===== config.mk =====
export PLATFORM = sky130hd
export DESIGN_NAME = prefetcher_op_arbiter
export DESIGN_NICKNAME = d
export VERILOG_FILES = /design/src/rtl/prefetcher_op_arbiter.sv
export SDC_FILE = /design/constraint.sdc
export NUM_CORES = 1
export LEC_CHECK = 0
export CAP_MARGIN = 20
export CELL_PAD_IN_SITES_DETAIL_PLACEMENT = 1
export CELL_PAD_IN_SITES_GLOBAL_PLACEMENT = 2
export CORE_AREA = 4 4 499 501
export DETAILED_ROUTE_END_ITERATION = 12
export DIE_AREA = 0 0 503 505
export GPL_ROUTABILITY_DRIVEN = 0
export GPL_TIMING_DRIVEN = 0
export PLACE_DENSITY = 0.42
export SYNTH_ARGS = -nofsm -noshare
export SYNTH_HDL_FRONTEND = slang
export SYNTH_SLANG_ARGS = --single-unit

===== constraint.sdc =====
create_clock -name clk -period 1.85 [get_ports clk]
set_input_delay 0.37 -clock clk [delete_from_list [all_inputs] [get_ports clk]]
set_output_delay 0.37 -clock clk [all_outputs]
set_load 0.03 [all_outputs]

===== src/rtl/prefetcher_op_arbiter.sv =====
// prefetcher_op_arbiter
// Shares the prefetcher data queue's single per-cycle opcode port between
// slave read data, master promise pops, master read requests and prefetch
// requests. One op is granted per cycle and registered onto the queue
// request bus. The arbiter halts on any queue-reported error until software
// clears it.
module prefetcher_op_arbiter #(
    parameter int ADDR_BITS    = 64,
    parameter int DATA_BITS    = 512,
    parameter int STARVE_W     = 4,
    parameter int STARVE_LIMIT = 8
) (
    input  logic                 clk,
    input  logic                 reset,
    input  logic                 slv_valid,
    output logic                 slv_ready,
    input  logic [ADDR_BITS-1:0] slv_addr,
    input  logic [DATA_BITS-1:0] slv_data,
    input  logic                 prm_valid,
    output logic                 prm_ready,
    input  logic                 mst_valid,
    output logic                 mst_ready,
    input  logic [ADDR_BITS-1:0] mst_addr,
    input  logic                 pf_valid,
    output logic                 pf_ready,
    input  logic [ADDR_BITS-1:0] pf_addr,
    input  logic                 q_dataReady,
    input  logic                 q_almostFull,
    input  logic [1:0]           q_errorCode,
    output logic [2:0]           q_reqOpcode,
    output logic [ADDR_BITS-1:0] q_reqAddr,
    output logic [DATA_BITS-1:0] q_reqData,
    input  logic                 clear_err,
    output logic                 halted,
    output logic [1:0]           err_latched
);

    localparam logic [0:0] ST_RUN  = 1'b0;
    localparam logic [0:0] ST_HALT = 1'b1;

    localparam logic [2:0] OP_NOP  = 3'd0;
    localparam logic [2:0] OP_PREF = 3'd1;
    localparam logic [2:0] OP_MST  = 3'd2;
    localparam logic [2:0] OP_SLV  = 3'd3;
    localparam logic [2:0] OP_PRM  = 3'd4;

    localparam logic [STARVE_W-1:0] STARVE_THRESH = STARVE_W'(STARVE_LIMIT);
    localparam logic [STARVE_W-1:0] STARVE_ONE    = STARVE_W'(1);

    logic [0:0]           state_q, state_d;
    logic [1:0]           err_q, err_d;
    logic [STARVE_W-1:0]  starve_q, starve_d;
    logic [2:0]           opcode_q, opcode_d;
    logic [ADDR_BITS-1:0] addr_q, addr_d;
    logic [DATA_BITS-1:0] data_q, data_d;

    logic isRun;
    logic prmElig;
    logic pfElig;
    logic starved;
    logic slvGnt, prmGnt, mstGnt, pfGnt;

    // A promise already on the request bus means dataReady still reflects the
    // old head, so a second back-to-back pop must wait one cycle.
    assign isRun   = (state_q == ST_RUN);
    assign prmElig = isRun && q_dataReady && (opcode_q != OP_PRM);
    assign pfElig  = isRun && !q_almostFull;
    assign starved = (starve_q >= STARVE_THRESH);

    // Fixed-priority grant: slv > prm > starved pf > mst > pf, nothing in reset.
    always_comb begin
        slvGnt = 1'b0;
        prmGnt = 1'b0;
        mstGnt = 1'b0;
        pfGnt  = 1'b0;
        if (!reset) begin
            if (slv_valid) begin
                slvGnt = 1'b1;
            end else if (prm_valid && prmElig) begin
                prmGnt = 1'b1;
            end else if (pf_valid && pfElig && starved) begin
                pfGnt = 1'b1;
            end else if (mst_valid && isRun) begin
                mstGnt = 1'b1;
            end else if (pf_valid && pfElig) begin
                pfGnt = 1'b1;
            end
        end
    end

    assign slv_ready = slvGnt;
    assign prm_ready = prmGnt;
    assign mst_ready = mstGnt;
    assign pf_ready  = pfGnt;

    // Prefetch starvation counter: counts eligible-but-refused cycles, saturating.
    always_comb begin
        starve_d = starve_q;
        if (pfGnt || !pf_valid) begin
            starve_d = '0;
        end else if (pfElig && (starve_q != '1)) begin
            starve_d = starve_q + STARVE_ONE;
        end
    end

    // Next request bus contents; address and data hold when not refreshed.
    always_comb begin
        opcode_d = OP_NOP;
        addr_d   = addr_q;
        data_d   = data_q;
        if (slvGnt) begin
            opcode_d = OP_SLV;
            addr_d   = slv_addr;
            data_d   = slv_data;
        end else if (prmGnt) begin
            opcode_d = OP_PRM;
        end else if (mstGnt) begin
            opcode_d = OP_MST;
            addr_d   = mst_addr;
        end else if (pfGnt) begin
            opcode_d = OP_PREF;
            addr_d   = pf_addr;
        end
    end

    // RUN/HALT control: the first error is latched, clear_err releases HALT.
    always_comb begin
        state_d = state_q;
        err_d   = err_q;
        case (state_q)
            ST_RUN: begin
                if (q_errorCode != 2'd0) begin
                    state_d = ST_HALT;
                    err_d   = q_errorCode;
                end
            end
            ST_HALT: begin
                if (clear_err) begin
                    state_d = ST_RUN;
                    err_d   = 2'd0;
                end
            end
            default: begin
                state_d = ST_RUN;
                err_d   = 2'd0;
            end
        endcase
    end

    // State registers with synchronous reset; a pending op is dropped on reset.
    always_ff @(posedge clk) begin
        if (reset) begin
            state_q  <= ST_RUN;
            err_q    <= 2'd0;
            starve_q <= '0;
            opcode_q <= OP_NOP;
            addr_q   <= '0;
            data_q   <= '0;
        end else begin
            state_q  <= state_d;
            err_q    <= err_d;
            starve_q <= starve_d;
            opcode_q <= opcode_d;
            addr_q   <= addr_d;
            data_q   <= data_d;
        end
    end

    assign q_reqOpcode = opcode_q;
    assign q_reqAddr   = addr_q;
    assign q_reqData   = data_q;
    assign halted      = (state_q == ST_HALT);
    assign err_latched = err_q;

endmodule


* Word level (Yosys, flattened, before mapping) *
Index checks and enable logic that the tools add are counted.

cells by class
  bitwise gates (word level) = 1
  order comparisons = 1
  reduce and logical (&&, ||, !) cells = 17
  equality and inequality tests = 5
  multiplexer cells = 30
  $add $sub $neg = 1

operator list
  operator                                        number
  2-to-1 mux 64 bit                               4
  2-to-1 mux 1 bit                                19
  logical AND 1 bit                               8
  2-to-1 mux 2 bit                                4
  adder 4 x 1 -> 4 bit (second input constant)    1
  >= comparator 4 bit (second input constant)     1
  != test 2 bit (second input constant)           2
  != test 4 bit (second input constant)           1
  one-hot mux 2 bit (2 select lines)              1
  AND reduction 2 bit                             2
  OR reduction 2 bit                              2
  2-to-1 mux 3 bit                                1
  != test 3 bit (second input constant)           1
  nonzero test 3 bit                              1
  zero test 1 bit                                 2
  != test 2 x 1 -> 1 bit (second input constant)  1
  one-hot mux 1 bit (2 select lines)              1
  nonzero test 2 bit                              1
  logical OR 1 bit                                1
  inverter 1 bit                                  1

storage, ports and cells
  flip-flop bits (word level) = 586
  input port bits = 715
  word-level logic and storage cells = 62

* Longest topological paths before layout *
Gate-level depths: netlist (run 1).

  depth after elaboration = 13
  depth in mapped cells = 7
  mapped depth without buffers = 5

* Worst setup path after synthesis (run 1) *
OpenSTA, ideal clock, no wires.

  path kind = reg2out
  start = reg opcode_q[2] (netlist: q_reqOpcode[2])
  end = out pf_ready
  cell stages (with the launch flop) = 8
  data arrival time = 2,167 ps
  path slack = -687 ps
  required time = 1,480 ps
  cell sequence = dfxtp_1 nor3b_2 or3_1 buf_2 buf_4 buf_2 nand4_1 nor3_1

on the way
  word-level cells in the longest chain between the ends = 6

RTL lines
  element                 RTL line  source
  start, declared         53        logic [2:0] opcode_q, opcode_d;
  start signal, assigned  163       opcode_q <= opcode_d;
  != test 3 bit           66        assign prmElig = isRun && q_dataReady && (opcode_q != OP_PRM);
  logical AND 1 bit       66
  logical AND 1 bit       79        end else if (prm_valid && prmElig) begin
  2-to-1 mux 1 bit        79
  2-to-1 mux 1 bit        77        if (slv_valid) begin
  2-to-1 mux 1 bit        76        if (!reset) begin
  end, declared           25        output logic pf_ready,

No other way between the ends.

* Worst setup path in the final report (run 1) *
Ends and elaborated chain as after synthesis.

==> flow_summary.yaml, run 1 <==
die:
  row_count: 182
  io_pins: 1301
  start_util_pct: 9.137
  fp.dieH_um: 505
  fp.dieW_um: 503
  dieArea_um2: 254000
  core_area_um2: 244800
timing:
  period_needed_ns: 2.690
  period_share_pct: 145.4
  skew_ns: 0.06481
  slew_violations: 0
  tns_ns: -19.18
  slew_headroom_pct: 34.36
  tightest_slew_ns: 0.9846
  finalSetupViolations: 72
  finalWorstSetupSlack_ns: -0.8398
  max_freq_mhz: 371.8
  hold_viol: 0
  holdWs_ns: 0.2687
  rsz0062_at_grt: "true"
critical_path:
  crit_path_end_kind: "output pin"
  cp_max_fo: 3
  startpoint: "q_reqOpcode[2]"
  worstRegToRegCells: 10
  reg2reg_from: "q_reqOpcode[2]"
  r2r_end: "q_reqAddr[29]"
  cp.arrival_ns: 2.32
  r2r_slack_ns: -0.34
  crit_path_start_kind: "flop"
  critPathRequiredTime_ns: 1.48
  path_class: "flop to output pin"
yosys:
  synth_top_area_share_pct: 52.45
  yosysWarnings: 0
  syn_nets: 2879
  synth_cell_types: 36
  synth_edf_count: 0
  syn_inst: 2162
  synth.avg_cell_area_um2: 10.35
  synth-seq-cells: 586
  seq_area_frac_synth_pct: 52.45
  synthArstFlopShare_pct: 0
  netlist_top_cells_area: "dfxtp_1, mux2i_1, nor2_1"
  synth_area_um2: 22370
  dominantRegCellSynth: "dfxtp_1"
  synth_top_area_cell: "dfxtp_1"
detailed_routing:
  via_per_inst: 3.241
  drt-initial-drc-count: 755
  wire_per_inst_um: 27.42
  route.detailed.drc: 0
  ant_nets: 0
  drt-total-wl_um: 189400
  vias: 22380
  first_pass_iters: 4
cells_and_area:
  fin_util_pct: 17.03
  fillers: 28440
  drive_above_1_share_pct: 26.29
  finalNetCount: 4300
  final_common_cell: "clkdlybuf4s50_1"
  seq_area_um2: 11760
  fin_area_um2: 41700
  layout_common_cells: "clkdlybuf4s50_1, dfxtp_1, nor2_1"
  area_delta_synth_final_pct: 86.42
  fin_cells: 6905
  multi_input_area_um2: 9741
clock_tree:
  cts_tree: "done"
  h-tree-depth: 3
  insertion_delay_ns: 0.71
  cts_buffers: 87
  clk_pin_slew_ns: 0.06
  clock-sinks: 586
  clockRootBuffer: "clkbuf_16"
  clk_path_buf_depth: 3
outcome:
  status: "finished with violations"
  failed_checks: "setup timing"
global_routing:
  grt_pass1_wl_um: 244700
  grt_max_degree: 14
  track_usage_pct: 14.38
  antenna_found_initial: 99
  grt_overflow_total: 0
  grt_pass1_vias: 24030
min_path:
  hold_depth: 3
  min_path_type: "primary input to flop"
  hp-start: "slv_data[161]"
  holdPathEnd: "q_reqData[161]"
power:
  peakVddDrop_v: 0.0005650
  p_leak_nw: 17.42
  p_per_area_nw_per_um2: 931.7
placed_design:
  dp_hpwl_um: 158700
  dp.cells: 6685
  io_buffers: 1299
  placed_cell_area_um2: 39510
flow_run:
  maxCapViolations: 0
worst max-delay path, cell delays in order, from the launching register on:
cell	delay, ns
dfxtp_4	0.33
nor3b_4	0.16
or3_1	0.36
buf_6	0.14
buf_12	0.12
buf_12	0.12
nand4_1	0.15
nor3_4	0.05
buf_6	0.17
what timing repair did:
action                                   CTS  global route
gates cloned                               8             0
resized for setup                       2723            43
pin swaps                                 48             4
buffers inserted                          26             3
hold buffers                               0             0
endpoints found under the setup margin  1129           150
how the worst max path moves through the flow:
stage / to / slack, ns / cells after the start
floorplan: pf_ready / -0.13 / 7
CTS: pf_ready / -0.99 / 8
global route: pf_ready / -0.96 / 8
detailed placement: q_reqData[334] / -1.67 / 5
global placement: q_reqData[203] / -2.55 / 5
finish: pf_ready / -0.84 / 8
stage by stage:
stage | setup WS [ns] | total power, W
final | -0.8398 | 0.03885
after CTS | -0.9934 | 0.04015
after detailed placement | -1.672 | 0.02270
after global routing | -0.9620 | 0.04092
after global placement | -2.553 | 0.02267
after floorplan | -0.1308 | 0.01775
sequential cells by signal, indices dropped and copies added, names as in the netlist:
register and cells:
q_reqData 512, q_reqAddr 64, starve_q 4, q_reqOpcode 3, err_latched 2, halted 1
cell type report:
cell class / instances / area share (%)
well taps: 3220 / 9.662
inverters: 67 / 0.6031
clock buffers: 135 / 6.109
clock inverters: 27 / 0.6451
repair buffers: 1333 / 28.81
diodes: 29 / 0.1740
multi-input cells: 1329 / 23.36
plain buffers: 179 / 2.443
flip-flops and latches: 586 / 28.20
per-layer routing:
metal / part of all wire [%] / vias to the layer above / track usage (%)
li1: - / 10380 / -
met1: 37 / 10670 / 15.49
met2: 48 / 999 / 24.81
met3: 13 / 247 / 7.561
met4: 2.3 / 84 / 3.242
met5: 0.29 / - / 0
power by group:
part           internal, W  switching [W]  leakage [nW]
Clock              0.00967        0.00717          1.39
Combinational      0.00338        0.00469          11.2
Sequential          0.0134       0.000495          4.85
Total               0.0265         0.0124          17.4
cells in the mapped netlist (4+ instances only):
library cell and number:
a21boi_0 64, a21oi_1 5, nand2b_1 4, clkbuf_1 109, a221oi_1 4, mux2i_1 512
buf_2 58, a31oi_1 64, dfxtp_1 586, a221oi_2 60, nor2_1 523, inv_1 66
buf_1 4, buf_6 6, o22ai_1 64
logic make-up (layout without fill, tap and decap cells):
group / after synthesis / in the layout / share of synthesized area, %
fa+ha+maj: 2 / 2 / 0.1119
compound gates: 269 / 269 / 10.36
mux: 512 / 512 / 22.91
xor+xnor: 3 / 3 / 0.1175
other cells: 0 / 29 / 0
buf+inv: 247 / 1741 / 4.721
simple gates: 543 / 543 / 9.330
flops: 586 / 586 / 52.45
(Power assumes the default switching activity.)
==> run 2: changes to the inputs <==
--- a/config.mk
+++ b/config.mk
@@ -8,12 +8,12 @@
 export CAP_MARGIN = 20
 export CELL_PAD_IN_SITES_DETAIL_PLACEMENT = 1
 export CELL_PAD_IN_SITES_GLOBAL_PLACEMENT = 2
-export CORE_AREA = 4 4 499 501
+export CORE_AREA = 2 2 504 506
 export DETAILED_ROUTE_END_ITERATION = 12
-export DIE_AREA = 0 0 503 505
+export DIE_AREA = 0 0 506 508
 export GPL_ROUTABILITY_DRIVEN = 0
 export GPL_TIMING_DRIVEN = 0
-export PLACE_DENSITY = 0.42
+export PLACE_DENSITY_LB_ADDON = 0.1
 export SYNTH_ARGS = -nofsm -noshare
 export SYNTH_HDL_FRONTEND = slang
 export SYNTH_SLANG_ARGS = --single-unit
==> constraint.sdc (replaced) <==
create_clock -name clk -period 3.45 [get_ports clk]
set_input_delay 0.69 -clock clk [delete_from_list [all_inputs] [get_ports clk]]
set_output_delay 0.69 -clock clk [all_outputs]
set_load 0.03 [all_outputs]
==> run 2 against run 1 <==
The flow now finishes without violations; first-iteration DRC count shrank 14%; highest routed layer unchanged; critical path type is now primary input to output pin; global-route usage shrank 1.1 points; utilization shrank 0.12 points; sequential share of layout area shrank 0.70 points; sequential cell count is the same; clock-buffer cell count grew 3; register-to-register slack gained 1.1 ns; power shrank 45%; hold slack gained 0.19 ns; clock skew shrank 0.014 ns; clock power shrank 43%; worst setup slack gained 0.99 ns.
==> flow_summary.yaml, run 2 (synthesis gave the netlist of run 1 again) <==
global_routing:
  antenna_found_initial: 112
  met2_usage_pct: 23.07
  grt_pass1_vias: 23530
  grt_max_degree: 20
  grt_pass1_wl_um: 230400
  use_met1_pct: 13.88
  busiest_layer: "met2"
  grt_overflow_total: 0
  track_usage_pct: 13.24
  grt.met3_usage_pct: 7.247
timing:
  period_needed_ns: 3.298
  finalWorstSetupSlack_ns: 0.1517
  holdWs_ns: 0.4597
  skew_ns: 0.05089
  tightest_slew_ns: 1.005
  slew_violations: 0
  rsz0062_at_grt: "false"
  slew_headroom_pct: 33.02
  period_share_pct: 95.60
  max_freq_mhz: 303.2
  finalSetupViolations: 0
  hold_viol: 0
min_path:
  holdPathEnd: "q_reqAddr[55]"
  hold_depth: 2
  hp-start: "q_reqAddr[55]"
  min_path_type: "flop to flop"
critical_path:
  crit_path_start_kind: "primary input"
  r2r_slack_ns: 0.80
  cp.arrival_ns: 2.61
  cp_max_fo: 10
  path_class: "primary input to output pin"
  worst_path_max_delay_cell: "clkdlybuf4s50_1"
  worstRegToRegCells: 6
  crit_path_max_incr_delay_ns: 0.52
  critPathBufInv: 3
  reg2reg_from: "halted"
  r2r_end: "q_reqAddr[60]"
  path_cells: "clkdlybuf4s50_1 -> nor2b_1 -> and3_1 -> clkbuf_4 -> and2_1 -> clkdlybuf4s15_2"
  crit_path_end_kind: "output pin"
  critPathTopFamily: "buffers and inverters"
  critPathRequiredTime_ns: 2.76
clock_tree:
  h-tree-depth: 3
  clk_pin_slew_ns: 0.05
  postCtsSetupBuffers: 0
  cts_buffers: 92
  postCtsHoldBufs: 0
  clk_path_buf_depth: 3
  insertion_delay_ns: 0.72
  cts_tree: "done"
  clock-sinks: 586
  clockRootBuffer: "clkbuf_16"
die:
  row_count: 185
  dieArea_um2: 257000
  fp.dieH_um: 508
  io_pins: 1301
  core_area_um2: 252300
  fp.dieW_um: 506
  start_util_pct: 8.865
cells_and_area:
  layout_common_cells: "clkdlybuf4s50_1, dfxtp_1, nor2_1"
  finalNetCount: 4273
  area_delta_synth_final_pct: 90.73
  fin_util_pct: 16.91
  largest_reg_flops: 512
  final_common_cell: "clkdlybuf4s50_1"
  fillers: 29050
  fin_cells: 7010
  drive_above_1_share_pct: 7.529
detailed_routing:
  route.detailed.drc: 0
  via_per_inst: 3.140
  vias: 22010
  first_pass_iters: 4
  wire_per_inst_um: 25.15
  drt-total-wl_um: 176300
  drt-initial-drc-count: 653
  ant_nets: 0
power:
  peakVddDrop_v: 0.0003650
  p_per_area_nw_per_um2: 499.8
  p_leak_nw: 16.36
flow_run:
  maxCapViolations: 0
outcome:
  status: "complete, no violations"
placed_design:
  dp.cells: 6829
  io_buffers: 1299
  dp_hpwl_um: 147000
  dp_worst_setup_slack_ns: -0.8712
-- run 2: changes by cell type in the layout (fill, tap and decap cells not counted), moves of 17 or more --
cell / previous run / this run
clkdlybuf4s15_2: 188 / 1
buf_4: 77 / 5
clkbuf_1: 98 / 136
clkbuf_2: 29 / 1
dfxtp_1: 569 / 586
clkdlybuf4s50_1: 713 / 1295
buf_2: 369 / 55
-- run 2: tightest hold or removal path: stages (launching register included) --
cell and delay [ns]:
dfxtp_1 0.30, inv_1 0.06, a221oi_2 0.05
-- run 2: what timing repair did --
item | 4_1_cts | 5_1_grt
endpoints found under the setup margin | 4 | 2
gates cloned | 0 | 0
gates resized for setup | 26 | 3
-- run 2: cell type report --
type	count	area (µm²)	share of cell area (%)
sequential	586	11730	27.50
inverter	67	251.5	0.5895
clock inverter	26	324.1	0.7596
buffer	179	833.3	1.953
tap	3366	4212	9.872
timing repair buffer	1301	13030	30.53
antenna	18	45.04	0.1056
multi-input combinational	1329	9594	22.49
clock buffer	138	2646	6.203
-- run 2: stage by stage --
stage | total power (W) | setup TNS [ns] | area (µm²)
4_1_cts | 0.02210 | 0 | 42610
6_report | 0.02132 | 0 | 42660
5_1_grt | 0.02251 | 0 | 42620
2_1_floorplan | 0.009511 | 0 | 22370
3_5_place_dp | 0.01207 | -9.563 | 39610
3_3_place_gp | 0.01209 | -61.68 | 39580
-- run 2: worst max-delay path by stage --
stage | start | endpoint | cells after the start
finish | mst_valid | mst_ready | 6
detailed placement | prm_valid | pf_ready | 9
CTS | q_reqOpcode[2] | pf_ready | 8
global placement | reset | slv_ready | 5
global route | q_reqOpcode[1] | pf_ready | 8
floorplan | prm_valid | prm_ready | 6
-- run 2: power breakdown --
group          switching, W  internal [W]  leakage [nW]
sequential         0.000263       0.00721          4.84
combinational       0.00238       0.00196          10.1
clock               0.00398       0.00552          1.46
total               0.00662        0.0147          16.4
-- run 2: metal layers --
| layer | vias to the layer above | routed length (µm) |
|---|---|---|
| met1 | 10370 | 65090 |
| met5 | - | 681 |
| met2 | 987 | 86280 |
| met3 | 280 | 20860 |
| li1 | 10270 | - |
| met4 | 104 | 3376 |
==> run 3: changes to the inputs <==
--- a/config.mk
+++ b/config.mk
@@ -8,9 +8,9 @@
 export CAP_MARGIN = 20
 export CELL_PAD_IN_SITES_DETAIL_PLACEMENT = 1
 export CELL_PAD_IN_SITES_GLOBAL_PLACEMENT = 2
-export CORE_AREA = 2 2 504 506
+export CORE_AREA = 5 5 507 509
 export DETAILED_ROUTE_END_ITERATION = 12
-export DIE_AREA = 0 0 506 508
+export DIE_AREA = 0 0 512 514
 export GPL_ROUTABILITY_DRIVEN = 0
 export GPL_TIMING_DRIVEN = 0
 export PLACE_DENSITY_LB_ADDON = 0.1
==> run 3 against run 2 <==
Hold slack improved by 0.0024 ns; critical path depth increased by 2; sequential power hardly changed; combinational power hardly changed; wire length increased by 2.9%; utilization about the same.
==> flow_summary.yaml, run 3 (synthesis gave the netlist of run 1 again) <==
cells_and_area:
  final_common_cell: "clkdlybuf4s50_1"
  fin_cells: 7009
  area_delta_synth_final_pct: 90.92
  finalNetCount: 4274
  drive_above_1_share_pct: 7.399
  fin_area_um2: 42700
  largest_reg_flops: 512
  layout_common_cells: "clkdlybuf4s50_1, dfxtp_1, nor2_1"
  fillers: 29010
clock_tree:
  clk_path_buf_depth: 3
  postCtsHoldBufs: 0
  clock-sinks: 586
  cts_tree: "done"
  h-tree-depth: 3
  clk_pin_slew_ns: 0.05
  cts_buffers: 93
  insertion_delay_ns: 0.72
  clockRootBuffer: "clkbuf_16"
critical_path:
  path_class: "primary input to output pin"
  crit_path_end_kind: "output pin"
  worst_path_max_delay_cell: "clkdlybuf4s50_1"
  critPathRequiredTime_ns: 2.76
  critPathTopFamily: "buffers and inverters"
  path_cells: "clkdlybuf4s50_1 -> nand2_2 -> or3_4 -> buf_6 -> buf_12 -> buf_6 -> nor3_1 -> clkdlybuf4s18_2"
  critPathBufInv: 5
  cp_max_fo: 10
  crit_top_cell: "buf_6"
  crit_path_max_incr_delay_ns: 0.47
  crit_path_start_kind: "primary input"
  cp_num_cells: 8
  cp.arrival_ns: 2.66
  worstRegToRegCells: 6
timing:
  max_freq_mhz: 298.3
  slew_violations: 0
  slew_headroom_pct: 31.27
  hold_viol: 0
  period_share_pct: 97.17
  rsz0062_at_grt: "false"
  tightest_slew_ns: 1.031
  period_needed_ns: 3.352
  holdWs_ns: 0.4621
  skew_ns: 0.06385
  finalSetupViolations: 0
placed_design:
  dp.cells: 6828
  io_buffers: 1299
  placed_cell_area_um2: 39600
  dp_hpwl_um: 150500
die:
  core_area_um2: 252500
  fp.dieW_um: 512
  dieArea_um2: 263200
  fp.dieH_um: 514
  row_count: 185
  io_pins: 1301
  start_util_pct: 8.857
power:
  p_leak_nw: 16.35
  p_per_area_nw_per_um2: 501.4
  peakVddDrop_v: 0.0003692
  power_w: 0.02141
global_routing:
  antenna_found_initial: 140
  grt_pass1_vias: 23920
  grt_overflow_total: 0
  grt_pass1_wl_um: 237400
  track_usage_pct: 13.21
  grt_max_degree: 20
detailed_routing:
  first_pass_iters: 5
  route.detailed.drc: 0
  via_per_inst: 3.185
  ant_nets: 0
  drt-total-wl_um: 181400
  drt-initial-drc-count: 768
  wire_per_inst_um: 25.88
  vias: 22330
min_path:
  min_path_type: "flop to flop"
  hold_depth: 2
flow_run:
  maxCapViolations: 0
outcome:
  status: "complete, no violations"
## run 3: worst reg2reg max path: cells and delay by family, from the launching register on
kind | cells | cell delay, ns
AO/OA/AOI/OAI | 3 | 1.24
buffers and inverters | 2 | 0.81
AND/OR/NAND/NOR | 1 | 0.16
flip-flops | 1 | 0.31
## run 3: final timing paths
| path | start | endpoint | slack (ns) |
|---|---|---|---|
| max | prm_valid | prm_ready | 0.1 |
| min | q_reqAddr[42] | q_reqAddr[42] | 0.46 |
| max reg2reg | q_reqOpcode[2] | q_reqAddr[13] | 0.83 |
| min reg2reg | q_reqAddr[42] | q_reqAddr[42] | 0.46 |
## run 3: final cells by class
| class | count | area, µm² | share of cell area, % |
|---|---|---|---|
| clock buffers | 146 | 2728 | 6.387 |
| inverters | 67 | 251.5 | 0.5889 |
| multi-input cells | 1329 | 9599 | 22.48 |
| repair buffers | 1301 | 13030 | 30.50 |
| clock inverters | 14 | 255.2 | 0.5977 |
| diodes | 21 | 52.55 | 0.1231 |
| plain buffers | 179 | 848.3 | 1.987 |
| flip-flops and latches | 586 | 11730 | 27.47 |
| well taps | 3366 | 4212 | 9.862 |
## run 3: per-stage QoR
step	util (%)	setup slack, ns	setup TNS (ns)
after CTS	16.88	0.03335	0
after global placement	15.67	-1.222	-125.76
after global routing	16.89	0.04415	0
after detailed placement	15.68	-0.8342	-18.89
after floorplan	-	0.5667	0
final	16.91	0.09759	0
## run 3: metal layers
metal / GRT usage [%] / vias to the layer above / routed length, µm
met3: 7.228 / 320 / 21310
met4: 2.550 / 130 / 3307
met5: 0 / - / 824
met2: 22.71 / 1033 / 86980
met1: 14.37 / 10560 / 68960
li1: - / 10290 / -
## run 3: what timing repair did
action,CTS,global route
pin swaps,1,1
resized for setup,29,4
setup buffers,0,1
hold endpoints to repair,0,0
endpoints found under the setup margin,4,1
## run 3: power by group
part | internal [W] | switching [W] | leakage [nW] | total, W
combinational | 0.00197 | 0.00239 | 10.1 | 0.00436
sequential | 0.00721 | 0.000253 | 4.84 | 0.00746
clock | 0.00558 | 0.00402 | 1.44 | 0.00959
